[src/rtl/serial_frame_sequencer.sv]
// serial_frame_sequencer: emits A, zero gap, B, zero pad as a serial frame with shift strobes, a latch pulse and a busy/done handshake.
module serial_frame_sequencer #(
  parameter int GAP_BITS   = 4,
  parameter int PAD_BITS   = 8,
  parameter int BIT_CYCLES = 1
) (
  input  logic       i_clk,
  input  logic       i_clr,
  input  logic       i_start,
  input  logic       i_abort,
  input  logic [3:0] i_a,
  input  logic [3:0] i_b,
  output logic       o_ser_data,
  output logic       o_ser_shift,
  output logic       o_ser_latch,
  output logic       o_busy,
  output logic       o_done
);
  localparam int FRAME_LEN = 8 + GAP_BITS + PAD_BITS;
  localparam int IW = $clog2(FRAME_LEN + 1);
  localparam int HW = (BIT_CYCLES > 2) ? $clog2(BIT_CYCLES) : 1;
  localparam logic [IW-1:0] LAST_BIT = IW'(FRAME_LEN - 1);
  localparam logic [HW-1:0] HOLD_LAST = HW'(BIT_CYCLES - 1);
  localparam logic ONE_CYC = (BIT_CYCLES == 1);

  typedef enum logic [1:0] {IDLE, SHIFT, LATCH, DONE} state_t;

  state_t r_state, w_state;
  logic [IW-1:0] r_bit, w_bit;
  logic [HW-1:0] r_hold, w_hold;
  logic [3:0] r_a, w_a, r_b, w_b;
  logic r_data, w_data, r_shift, w_shift, r_latch, w_latch, r_busy, r_done, w_done;

  function automatic logic frame_bit(input logic [IW-1:0] k, input logic [3:0] qa, input logic [3:0] qb);
    int kk;
    kk = int'(k);
    return (kk < 4) ? qa[2'(kk)] :
           (kk < 4 + GAP_BITS) ? 1'b0 :
           (kk < 8 + GAP_BITS) ? qb[2'(kk - 4 - GAP_BITS)] : 1'b0;
  endfunction

  always_comb begin
    w_state = r_state;
    w_bit   = r_bit;
    w_hold  = r_hold;
    w_a     = r_a;
    w_b     = r_b;
    w_data  = 1'b0;
    w_shift = 1'b0;
    w_latch = 1'b0;
    w_done  = 1'b0;
    case (r_state)
      IDLE: if (i_start) begin
        w_state = SHIFT;
        w_a     = i_a;
        w_b     = i_b;
        w_bit   = '0;
        w_hold  = '0;
        w_data  = i_a[0];
        w_shift = ONE_CYC;
      end
      SHIFT: if (i_abort) begin
        w_state = IDLE;
        w_bit   = '0;
        w_hold  = '0;
      end else if (r_hold == HOLD_LAST) begin
        w_hold = '0;
        if (r_bit == LAST_BIT) begin
          w_state = LATCH;
          w_bit   = '0;
          w_latch = 1'b1;
        end else begin
          w_bit   = r_bit + IW'(1);
          w_data  = frame_bit(w_bit, r_a, r_b);
          w_shift = ONE_CYC;
        end
      end else begin
        // mid bit period: hold data, strobe only on the period's final cycle
        w_hold  = r_hold + HW'(1);
        w_data  = r_data;
        w_shift = (w_hold == HOLD_LAST);
      end
      LATCH: begin
        w_state = DONE;
        w_done  = 1'b1;
      end
      DONE: w_state = IDLE;
      default: w_state = IDLE;
    endcase
  end

  always_ff @(posedge i_clk or posedge i_clr) begin
    if (i_clr) begin
      r_state <= IDLE;
      r_bit   <= '0;
      r_hold  <= '0;
      r_a     <= '0;
      r_b     <= '0;
      r_data  <= 1'b0;
      r_shift <= 1'b0;
      r_latch <= 1'b0;
      r_busy  <= 1'b0;
      r_done  <= 1'b0;
    end else begin
      r_state <= w_state;
      r_bit   <= w_bit;
      r_hold  <= w_hold;
      r_a     <= w_a;
      r_b     <= w_b;
      r_data  <= w_data;
      r_shift <= w_shift;
      r_latch <= w_latch;
      r_busy  <= (w_state != IDLE);
      r_done  <= w_done;
    end
  end

  assign o_ser_data  = r_data;
  assign o_ser_shift = r_shift;
  assign o_ser_latch = r_latch;
  assign o_busy      = r_busy;
  assign o_done      = r_done;
endmodule
[config.mk]
export PLATFORM = sky130hd
export DESIGN_NAME = serial_frame_sequencer
export DESIGN_NICKNAME = d
export VERILOG_FILES = /design/src/rtl/serial_frame_sequencer.sv
export SDC_FILE = /design/constraint.sdc
export NUM_CORES = 1
export LEC_CHECK = 0
export BUFFER_PORTS_ARGS = -buffer_cell sky130_fd_sc_hd__buf_2
export CORE_MARGIN = 10
export CORE_UTILIZATION = 50
export CTS_CLUSTER_SIZE = 14
export DETAILED_ROUTE_END_ITERATION = 8
export MAX_ROUTING_LAYER = met4
export PLACE_DENSITY = 0.73
export REMOVE_ABC_BUFFERS = 1
export SLEW_MARGIN = 20
export SYNTH_ARGS = -nofsm -noshare
export SYNTH_HDL_FRONTEND = slang
export SYNTH_SLANG_ARGS = --single-unit
export TNS_END_PERCENT = 50
[constraint.sdc]
create_clock -name i_clk -period 2.4 [get_ports i_clk]
set_clock_uncertainty 0.2 [all_clocks]
set_input_delay 0.72 -clock i_clk [delete_from_list [all_inputs] [get_ports i_clk]]
set_output_delay 0.72 -clock i_clk [all_outputs]
set_load 0.02 [all_outputs]
==> summary.txt, run 1 <==
Setup path
  • Crit path launch type: register
  • Critical path class: register to register
  • CP peak stage delay: roughly 0.5 ns
  • Flop2flop setup slack: around 0.45 ns
  • Worst setup startpoint: r_bit[0]
  • CP bufs+invs: 0
  • Worst path cell trace: ha_1, mux4_2, mux2i_1, o41ai_2
  • Crit path DAT: around 1.9 ns
  • Levels on crit path: 4
  • Required @ worst endpoint: approximately 2.4 ns
  • Worst Path Max Fanout: 6
  • Worst setup path end: o_ser_data
  • Crit path max-delay family: multiplexers
  • FF-to-FF Start: r_bit[0]
  • R2R cell count: 4
  • Endpoint class of the critical path: register
  • Slowest CP cell: mux4_2
  • RR Endpoint: o_ser_data

Global routing
  • GRT overflow: 0
  • First-pass GRT wire length: between 2000 and 2500 microns
  • Initial antenna violation count: 0
  • Pin count of the biggest net entering global routing: 21
  • Number of global-route vias before repair: just under 600
  • Global-route usage over all layers: under 10%

Synthesis
  • Post-synth design cell area: about 900 sq um
  • Post-synth cell types: 22
  • Post-synthesis register bit count: 20
  • Number of synthesized flops with an enable pin: 0
  • Main combinational cell family by area after synthesis: multiplexers
  • Xor and xnor area share after synthesis: a little under 3%
  • Ys flop type: dfrtp_1
  • Sequential cell area fraction in the yosys report: a little under three fifths
  • Mean post-synth cell area: between 10 and 15 sq um
  • Synth Area in Simple Gates: between 10% and 20%
  • Synth warn: 0
  • Async set or reset register ratio after synthesis: 100%
  • Synth Area in Compound Gates: under 10%
  • Area share of fa/ha/maj cells after synthesis: under 10%
  • Synth Instances: 70
  • Mux cell area share after synthesis: between 15 and 20%

Finish
  • Post-route cell area: 0.00103 sq mm
  • Net count reported at finish: about 100
  • Ant diodes: 0
  • Share of cells above drive strength 1: between 30% and 40%
  • # fillers: 151
  • Synth-to-Final Area Change: 16.6%

Timing
  • Fmax: 513 MHz
  • # setup viols final: 0
  • RSZ-0062 raised after global routing: false
  • Setup_tns: 0 ns
  • Final period utilization: 81.2%
  • Slew headroom: 62.1%
  • Final hold vios: 0
  • Slew at the pin closest to its max-slew limit: 0.563 ns
  • Minimum clock period: between 1.5 and 2 ns
  • Slew Limit Fails: 0

CTS
  • Setup Buffers After CTS: 0
  • Clock Sink Count: 20
  • CTS tree: done
  • Hold bufs inserted after CTS: 0
  • CTS Buf Count: 3
  • Resized Gates After CTS: 0
  • Maximum buffer depth of the clock tree: 2
  • H-tree lvl count: 1
  • Root buf cell: clkbuf_4
  • Clock-pin slew on the worst setup and hold paths: approximately 0.11 ns
  • Later-pin clock latency in the skew report: roughly 0.3 ns

Power
  • Combinational share of power: a little under a quarter
  • LEAKAGE: 0.509 nW
  • NetSw: roughly 0.22 mW
  • Switching Share: a little over a quarter
  • Seq pwr share: around 53%
  • Clock Power Share: 23.8%
  • Max rail drop VDD: around 0.48 mV
  • Power Density: between 700 and 800 mW/mm^2
  • Internal power: 0.590 mW

Floorplanning
  • Site Rows: 15
  • Die H: ~62 microns
  • Initial Util: 51.7%
  • Die area: 0.00385 sq mm
  • Io pins: 17
  • Core box area: around 0.0017 sq mm
  • Die X: 62.0 microns

Place
  • GPL Wtd Cong: approximately 0.83
  • Area of placed instances: slightly below 0.001 sq mm
  • HPWL after DPL: ~1200 microns
  • Port buffer count: 16

Run
  • MaxCap Viol Count: 0

Status
  • Outcome: complete, no violations

Route
  • DR DRC count: 0
  • Wirelength per Cell: approximately 13 microns
  • ANT nets after route: 0
  • Drt pass-1 iters: 4
  • Vias/cell: roughly 4.8
  • Routed wire length: around 1500 microns
  • Iteration-0 DRC Markers: 8
  • DR vias: 556

Worst hold path
  • Min-delay worst type: input pin to asynchronous set/reset pin
==> through the flow <==
stage | utilization, % | power [mW] | hold slack [ns] | setup WS [ns] | instances
after floorplan | - | 0.571 | 0.261 | 0.175 | 68
after global placement | 58.2 | 0.619 | 0.284 | 0.473 | 111
after detailed placement | 58.2 | 0.631 | 0.296 | 0.441 | 111
after CTS | 60.3 | 0.821 | 0.226 | 0.433 | 115
after global routing | 60.3 | 0.855 | 0.244 | 0.365 | 115
final | 60.3 | 0.811 | 0.216 | 0.451 | 115
==> metal layers <==
metal  vias to the layer above  routed length (microns)  GRT usage, %
met4                         0                       11          2.87
met3                         2                       82          3.25
met5                         -                        0             -
li1                        278                        -             -
met2                        14                      737          15.2
met1                       262                      702          9.69
==> cells in the final DEF, fill, tap and decap left out, drive strengths merged <==
| cell type | n |
|---|---|
| xnor2 | 1 |
| or3b | 1 |
| nand2 | 8 |
| o21ai | 7 |
| inv | 4 |
| mux4 | 2 |
| dfrtp | 20 |
| or2b | 1 |
| nand2b | 3 |
| nor3b | 1 |
| nor2 | 4 |
| nand4bb | 1 |
| o41ai | 1 |
| o22ai | 1 |
| mux2 | 7 |
| ha | 1 |
| nand3 | 2 |
| clkbuf | 4 |
| xor2 | 2 |
| mux2i | 1 |
| buf | 18 |
==> how the worst min path moves through the flow <==
stage               startpoint       end  depth (start not counted)
finish                   i_clr  r_bit[1]                          3
global route             i_clr  r_bit[1]                          3
CTS                      i_clr    r_b[0]                          3
detailed placement  r_state[0]    o_done                          1
global placement    r_state[0]    o_done                          1
floorplan           r_state[0]    o_done                          1
==> flip-flops by register name, summed over array words and instances (netlist names) <==
name         flops
r_state          2
o_ser_shift      1
o_busy           1
o_ser_data       1
r_a              4
r_b              4
o_done           1
o_ser_latch      1
r_bit            5
==> worst register-to-register path: cells and delay by family (launching register included) <==
kind,cells,cell delay (ns)
muxes,2,0.69
AOI/OAI and AO/OA,1,0.08
DFF,1,0.48
adders and majority gates,1,0.38
==> power by group through the flow <==
stage	sequential [mW]	clock, mW	combinational [mW]
final	0.431	0.193	0.187
after global routing	0.439	0.210	0.205
after CTS	0.432	0.196	0.192
after detailed placement	0.439	0	0.192
after global placement	0.434	0	0.186
after floorplan	0.441	0	0.130
==> cell families after synthesis <==
logic type      after synthesis
buf+inv                       6
fa+ha+maj                     1
compound gates                9
xor+xnor                      3
mux                          10
simple gates                 21
flops                        20
==> layout make-up <==
cell class | instances | area (sq um) | share of cell area (%)
repair buffers | 18 | 95.1 | 9.23
well taps | 25 | 31.3 | 3.04
multi-input cells | 44 | 352 | 34.1
clock buffers | 4 | 36.3 | 3.52
flip-flops and latches | 20 | 500 | 48.6
inverters | 4 | 15.0 | 1.46
==> synthesized netlist by cell type (2+ instances only) <==
library cell,n,area [sq um]
inv_1,4,15.0
mux2_2,7,78.8
dfrtp_1,20,500
nand2b_1,2,12.5
nand3_1,2,10.0
o21ai_0,7,35.0
nor2_1,4,15.0
nand2_1,8,30.0
mux4_2,2,45.0
xor2_1,2,17.5
Note: power is estimated with default switching activity, not from simulation.
==> inputs of run 2 (changes only) <==
clock period = 1.95 ns   (was 2.4 ns; I/O delays follow)
==> run 2 against run 1 <==
Net effect:
- design area up 0.12%
- critical path depth unchanged
- critical endpoint unchanged
- highest routed layer unchanged
- sequential share of layout area down 0.059 points
- total power up 17%
- routed wire length down 0.46%
- first-iteration DRC count unchanged
- clock-buffer cell count down 1
- global-route usage down 0.094 points
- maximum frequency up 4.3%
==> summary.txt, run 2 (synthesis results as in run 1) <==
Timing
  • Final period utilization: 95.8% (+15 points)
  • Minimum clock period: 1.87 ns (-0.0797 ns)
  • WHS: 0.109 ns (-0.106 ns)
  • Fmax: 535 MHz (+4.3%)
  • Slew at the pin closest to its max-slew limit: 0.236 ns (-0.327 ns)
  • RSZ-0062 raised after global routing: false
  • Final hold vios: 0 (unchanged)
  • Slew Limit Fails: 0 (unchanged)
  • Slew headroom: 84.1% (+22 points)
  • # setup viols final: 0 (unchanged)
  • Setup ws final: 0.0809 ns (-0.370 ns)

Route
  • Vias/cell: 4.93 (+2.0%)
  • ANT nets after route: 0 (unchanged)
  • DR DRC count: 0 (unchanged)
  • Drt pass-1 iters: 4 (unchanged)
  • Wirelength per Cell: 13.2 microns (-1.3%)
  • Routed wire length: 1530 microns (-0.46%)
  • DR vias: 572 (+2.9%)
  • Iteration-0 DRC Markers: 8 (unchanged)

Place
  • Port buffer count: 16 (unchanged)
  • GPL Wtd Cong: 0.784 (-5.4%)
  • Area of placed instances: 0.00101 sq mm (+1.5%)
  • HPWL after DPL: 1210 microns (+2.4%)
  • Setup WS pre-CTS: 0.0847 ns (-0.356 ns)

Setup path
  • R2R cell count: 4 (unchanged)
  • Worst Path Max Fanout: 3 (-3)
  • Crit path max-delay family: multiplexers
  • Critical path class: register to register
  • RR Endpoint: o_ser_data
  • Worst setup path end: o_ser_data
  • FF-to-FF Start: r_bit[1]
  • CP peak stage delay: 0.51 ns (about the same)
  • CP bufs+invs: 0 (unchanged)
  • Crit path DAT: 1.84 ns (-0.10 ns)
  • Worst path cell trace: ha_1, mux4_2, mux2i_1, o41ai_2
  • Flop2flop setup slack: 0.08 ns (-0.37 ns)
  • Required @ worst endpoint: 1.92 ns (-0.47 ns)
  • Worst setup startpoint: r_bit[1]
  • Slowest CP cell: mux4_2
  • Levels on crit path: 4 (unchanged)
  • Endpoint class of the critical path: register
  • Crit path launch type: register

Power
  • Total chip power: 0.953 mW (+17%)
  • Max rail drop VDD: 0.625 mV (+31%)
  • Power Density: 924 mW/mm^2 (+17%)
  • LEAKAGE: 0.513 nW (+0.60%)

Floorplanning
  • Site Rows: 15 (unchanged)
  • Die H: 62.0 microns (unchanged)
  • Die area: 0.00385 sq mm (unchanged)
  • Core box area: 0.00171 sq mm (unchanged)
  • Die X: 62.0 microns (unchanged)
  • Io pins: 17 (unchanged)
  • Initial Util: 51.7% (unchanged)

Finish
  • Util after Layout: 60.4% (+0.073 points)
  • Biggest register: r_bit
  • Net count reported at finish: 106 (+1.9%)
  • Largest regs: r_bit x5, r_a x4, r_b x4
  • # fillers: 148 (-2.0%)
  • Post-route cell area: 0.00103 sq mm (+0.12%)
  • Most frequent cells in the layout: dfrtp_1 (20), buf_2 (16), nand2_1 (8)
  • Synth-to-Final Area Change: 16.7%
  • Commonest non-fill, non-tap cell in the layout: dfrtp_1
  • Share of cells above drive strength 1: 38.5% (+0.68 points)
  • Largest register FFs: 5 (unchanged)
  • Ant diodes: 0 (unchanged)

Global routing
  • First-pass GRT wire length: 2510 microns (+1.4%)
  • Pin count of the biggest net entering global routing: 21 (unchanged)
  • Number of global-route vias before repair: 607 (+3.9%)
  • Initial antenna violation count: 0 (unchanged)
  • Global-route usage over all layers: 8.93% (-0.094 points)
  • GRT overflow: 0 (unchanged)

CTS
  • Clock-pin slew on the worst setup and hold paths: 0.10 ns (about the same)
  • Setup Buffers After CTS: 0 (unchanged)
  • Maximum buffer depth of the clock tree: 2 (unchanged)
  • Later-pin clock latency in the skew report: 0.28 ns (-0.02 ns)
  • Root buf cell: clkbuf_4
  • CTS tree: done
  • CTS Buf Count: 3 (unchanged)
  • Resized Gates After CTS: 0 (unchanged)
  • Hold bufs inserted after CTS: 0 (unchanged)
  • Clock Sink Count: 20 (unchanged)
  • H-tree lvl count: 1 (unchanged)

Status
  • Outcome: complete, no violations

Worst hold path
  • Min-delay worst type: input pin to asynchronous set/reset pin

Run
  • MaxCap Viol Count: 0 (unchanged)
run 2: worst min-delay path by stage:
stage / start / to / slack, ns / cells after the start
detailed placement: r_b[2] / r_b[2] / 0.30 / 1
finish: i_clr / r_b[3] / 0.11 / 3
floorplan: r_state[0] / o_done / 0.26 / 1
global route: i_clr / r_bit[4] / 0.12 / 3
CTS: i_clr / r_b[3] / 0.12 / 3
global placement: r_b[3] / r_b[3] / 0.29 / 1
run 2: metal layers:
layer / share of wire (%) / vias up / track usage [%]
met2: 49 / 15 / 14.8
met1: 43 / 269 / 9.78
met4: 1.2 / 0 / 2.87
met3: 6.7 / 2 / 3.25
met5: 0 / - / -
li1: - / 286 / -
run 2: power breakdown:
group          internal, mW  switching (mW)  leakage [nW]  total, mW
clock                0.0715           0.111        0.0138      0.182
sequential            0.486          0.0365         0.254      0.523
combinational         0.135           0.113         0.245      0.248
run 2: through the flow:
| step | instances | setup TNS [ns] |
|---|---|---|
| detailed placement | 113 | 0 |
| CTS | 116 | 0 |
| global route | 116 | 0 |
| floorplan | 68 | -0.982 |
| finish | 116 | 0 |
| global placement | 113 | 0 |
run 2: layout make-up:
type,count,area (sq um),share of cell area [%]
flip-flops and latches,20,500,48.5
multi-input cells,44,352,34.1
repair buffers,20,110,10.7
well taps,25,31.3,3.03
clock buffers,3,22.5,2.18
inverters,4,15.0,1.46
run 2: worst reg2reg max path: stages, from the launching register on:
cell and delay [ns]:
dfrtp_1 0.41, ha_1 0.35, mux4_2 0.51, mux2i_1 0.20, o41ai_2 0.08
==> inputs of run 3 (changes only) <==
CTS_BUF_LIST = sky130_fd_sc_hd__clkbuf_8   (was not set)
==> run 3 against run 2 <==
Net effect:
- flip-flop and latch count unchanged
- combinational power about the same
- global-route usage decreased by 0.086 points
- maximum frequency increased by 0.63%
- first-iteration DRC count decreased by 50%
- non-clock buffer count unchanged
- utilization increased by 1.1 points
- worst hold slack improved by 0.044 ns
- largest cell class unchanged
==> summary.txt, run 3 (synthesis results as in run 1) <==
Finish
  • Commonest non-fill, non-tap cell in the layout: dfrtp_1
  • Util after Layout: 61.5% (+1.1 points)
  • Largest register FFs: 5 (unchanged)
  • Finished Layout Cells: 116 (unchanged)
  • Most frequent cells in the layout: dfrtp_1 (20), buf_2 (16), nand2_1 (8)
  • Net count reported at finish: 106 (unchanged)
  • Largest regs: r_bit x5, r_a x4, r_b x4
  • Synth-to-Final Area Change: 18.8%
  • Post-route cell area: 0.00105 sq mm (+1.8%)
  • Ant diodes: 0 (unchanged)
  • Share of cells above drive strength 1: 38.5% (unchanged)
  • Biggest register: r_bit
  • # fillers: 146 (-1.4%)

Timing
  • Slew Limit Fails: 0 (unchanged)
  • Slew headroom: 84.1% (about the same)
  • RSZ-0062 raised after global routing: false
  • Minimum clock period: 1.86 ns (-0.0117 ns)
  • Fmax: 538 MHz (+0.63%)
  • Setup ws final: 0.0926 ns (+0.0117 ns)
  • Final hold vios: 0 (unchanged)
  • Final period utilization: 95.3% (-0.60 points)
  • Slew at the pin closest to its max-slew limit: 0.236 ns (-0.000178 ns)
  • # setup viols final: 0 (unchanged)
  • Setup_tns: 0 ns (unchanged)

Setup path
  • Crit path DAT: 1.78 ns (-0.06 ns)
  • Critical path class: register to register
  • Required @ worst endpoint: 1.87 ns (-0.05 ns)
  • Worst setup startpoint: r_bit[1]
  • Endpoint class of the critical path: register
  • Worst Path Max Fanout: 3 (unchanged)
  • RR Endpoint: o_ser_data
  • FF-to-FF Start: r_bit[1]
  • R2R cell count: 4 (unchanged)
  • Crit path launch type: register
  • Worst setup path end: o_ser_data
  • Flop2flop setup slack: 0.09 ns (about the same)

Global routing
  • Number of global-route vias before repair: 602 (-0.82%)
  • Pin count of the biggest net entering global routing: 21 (unchanged)
  • Global-route usage over all layers: 8.84% (-0.086 points)
  • Initial antenna violation count: 0 (unchanged)
  • First-pass GRT wire length: 2480 microns (-1.4%)
  • GRT overflow: 0 (unchanged)

CTS
  • Maximum buffer depth of the clock tree: 2 (unchanged)
  • CTS tree: done
  • Resized Gates After CTS: 0 (unchanged)
  • Clock Sink Count: 20 (unchanged)
  • H-tree lvl count: 1 (unchanged)
  • Clock-pin slew on the worst setup and hold paths: 0.07 ns (-0.03 ns)
  • Later-pin clock latency in the skew report: 0.25 ns (-0.03 ns)
  • Hold bufs inserted after CTS: 0 (unchanged)
  • CTS Buf Count: 3 (unchanged)
  • Setup Buffers After CTS: 0 (unchanged)
  • Root buf cell: clkbuf_8

Place
  • Port buffer count: 16 (unchanged)
  • GPL Wtd Cong: 0.784 (unchanged)
  • HPWL after DPL: 1210 microns (unchanged)
  • Placed cell count: 113 (unchanged)
  • Setup WS pre-CTS: 0.0847 ns (unchanged)
  • Area of placed instances: 0.00101 sq mm (unchanged)

Floorplanning
  • Core box area: 0.00171 sq mm (unchanged)
  • Initial Util: 51.7% (unchanged)
  • Die X: 62.0 microns (unchanged)
  • Die H: 62.0 microns (unchanged)
  • Die area: 0.00385 sq mm (unchanged)
  • Io pins: 17 (unchanged)
  • Site Rows: 15 (unchanged)

Worst hold path
  • Min-delay worst type: input pin to asynchronous set/reset pin

Route
  • Drt pass-1 iters: 4 (unchanged)
  • Iteration-0 DRC Markers: 4 (-4)
  • ANT nets after route: 0 (unchanged)
  • DR vias: 571 (-0.17%)
  • Routed wire length: 1490 microns (-2.8%)
  • Wirelength per Cell: 12.8 microns (-2.8%)
  • Vias/cell: 4.92 (-0.17%)
  • DR DRC count: 0 (unchanged)

Power
  • Seq pwr share: 51.2% (-3.7 points)
  • Switching Share: 25.7% (-1.6 points)
  • Max rail drop VDD: 0.530 mV (-15%)
  • Power Density: 973 mW/mm^2 (+5.3%)
  • Clock Power Share: 24.7% (+5.6 points)
  • Combinational share of power: 24.1% (-1.9 points)
  • NetSw: 0.262 mW (+0.83%)
  • LEAKAGE: 0.520 nW (+1.5%)
  • Internal power: 0.759 mW (+9.5%)

Run
  • MaxCap Viol Count: 0 (unchanged)

Status
  • Outcome: complete, no violations
run 3: worst min path at each step:
stage               startpoint  depth (start not counted)          to
CTS                      i_clr                          3      r_b[3]
global placement        r_b[3]                          1      r_b[3]
global route             i_clr                          3  r_state[1]
floorplan           r_state[0]                          1      o_done
finish                   i_clr                          3      r_b[3]
detailed placement      r_b[2]                          1      r_b[2]
run 3: layout make-up:
type	instances	area (sq um)	share of cell area, %
clock buffers	3	41.3	3.93
inverters	4	15.0	1.43
multi-input cells	44	352	33.5
flip-flops and latches	20	500	47.7
well taps	25	31.3	2.98
repair buffers	20	110	10.5
run 3: power groups by stage:
stage	clock, mW	combinational [mW]	sequential (mW)
floorplan	0	0.160	0.543
global placement	0	0.245	0.528
detailed placement	0	0.254	0.532
CTS	0.260	0.254	0.524
global route	0.278	0.272	0.531
finish	0.252	0.246	0.523
run 3: stage by stage:
stage / power (mW) / hold WS [ns]
after floorplan: 0.702 / 0.261
after global placement: 0.773 / 0.285
after detailed placement: 0.786 / 0.295
after CTS: 1.04 / 0.163
after global routing: 1.08 / 0.185
final: 1.02 / 0.153
run 3: routing by layer:
layer  track usage (%)  up-vias  part of all wire, %
met5                 -        -                    0
met4              2.87        0                 0.94
met3              3.25        2                  6.4
met2              15.1       15                   51
met1              9.30      271                   42
li1                  -      283                    -
run 3: worst max-delay path, cell delays in order (launching register included):
cell and delay, ns:
dfrtp_1 0.40, ha_1 0.35, mux4_2 0.51, mux2i_1 0.20, o41ai_2 0.08
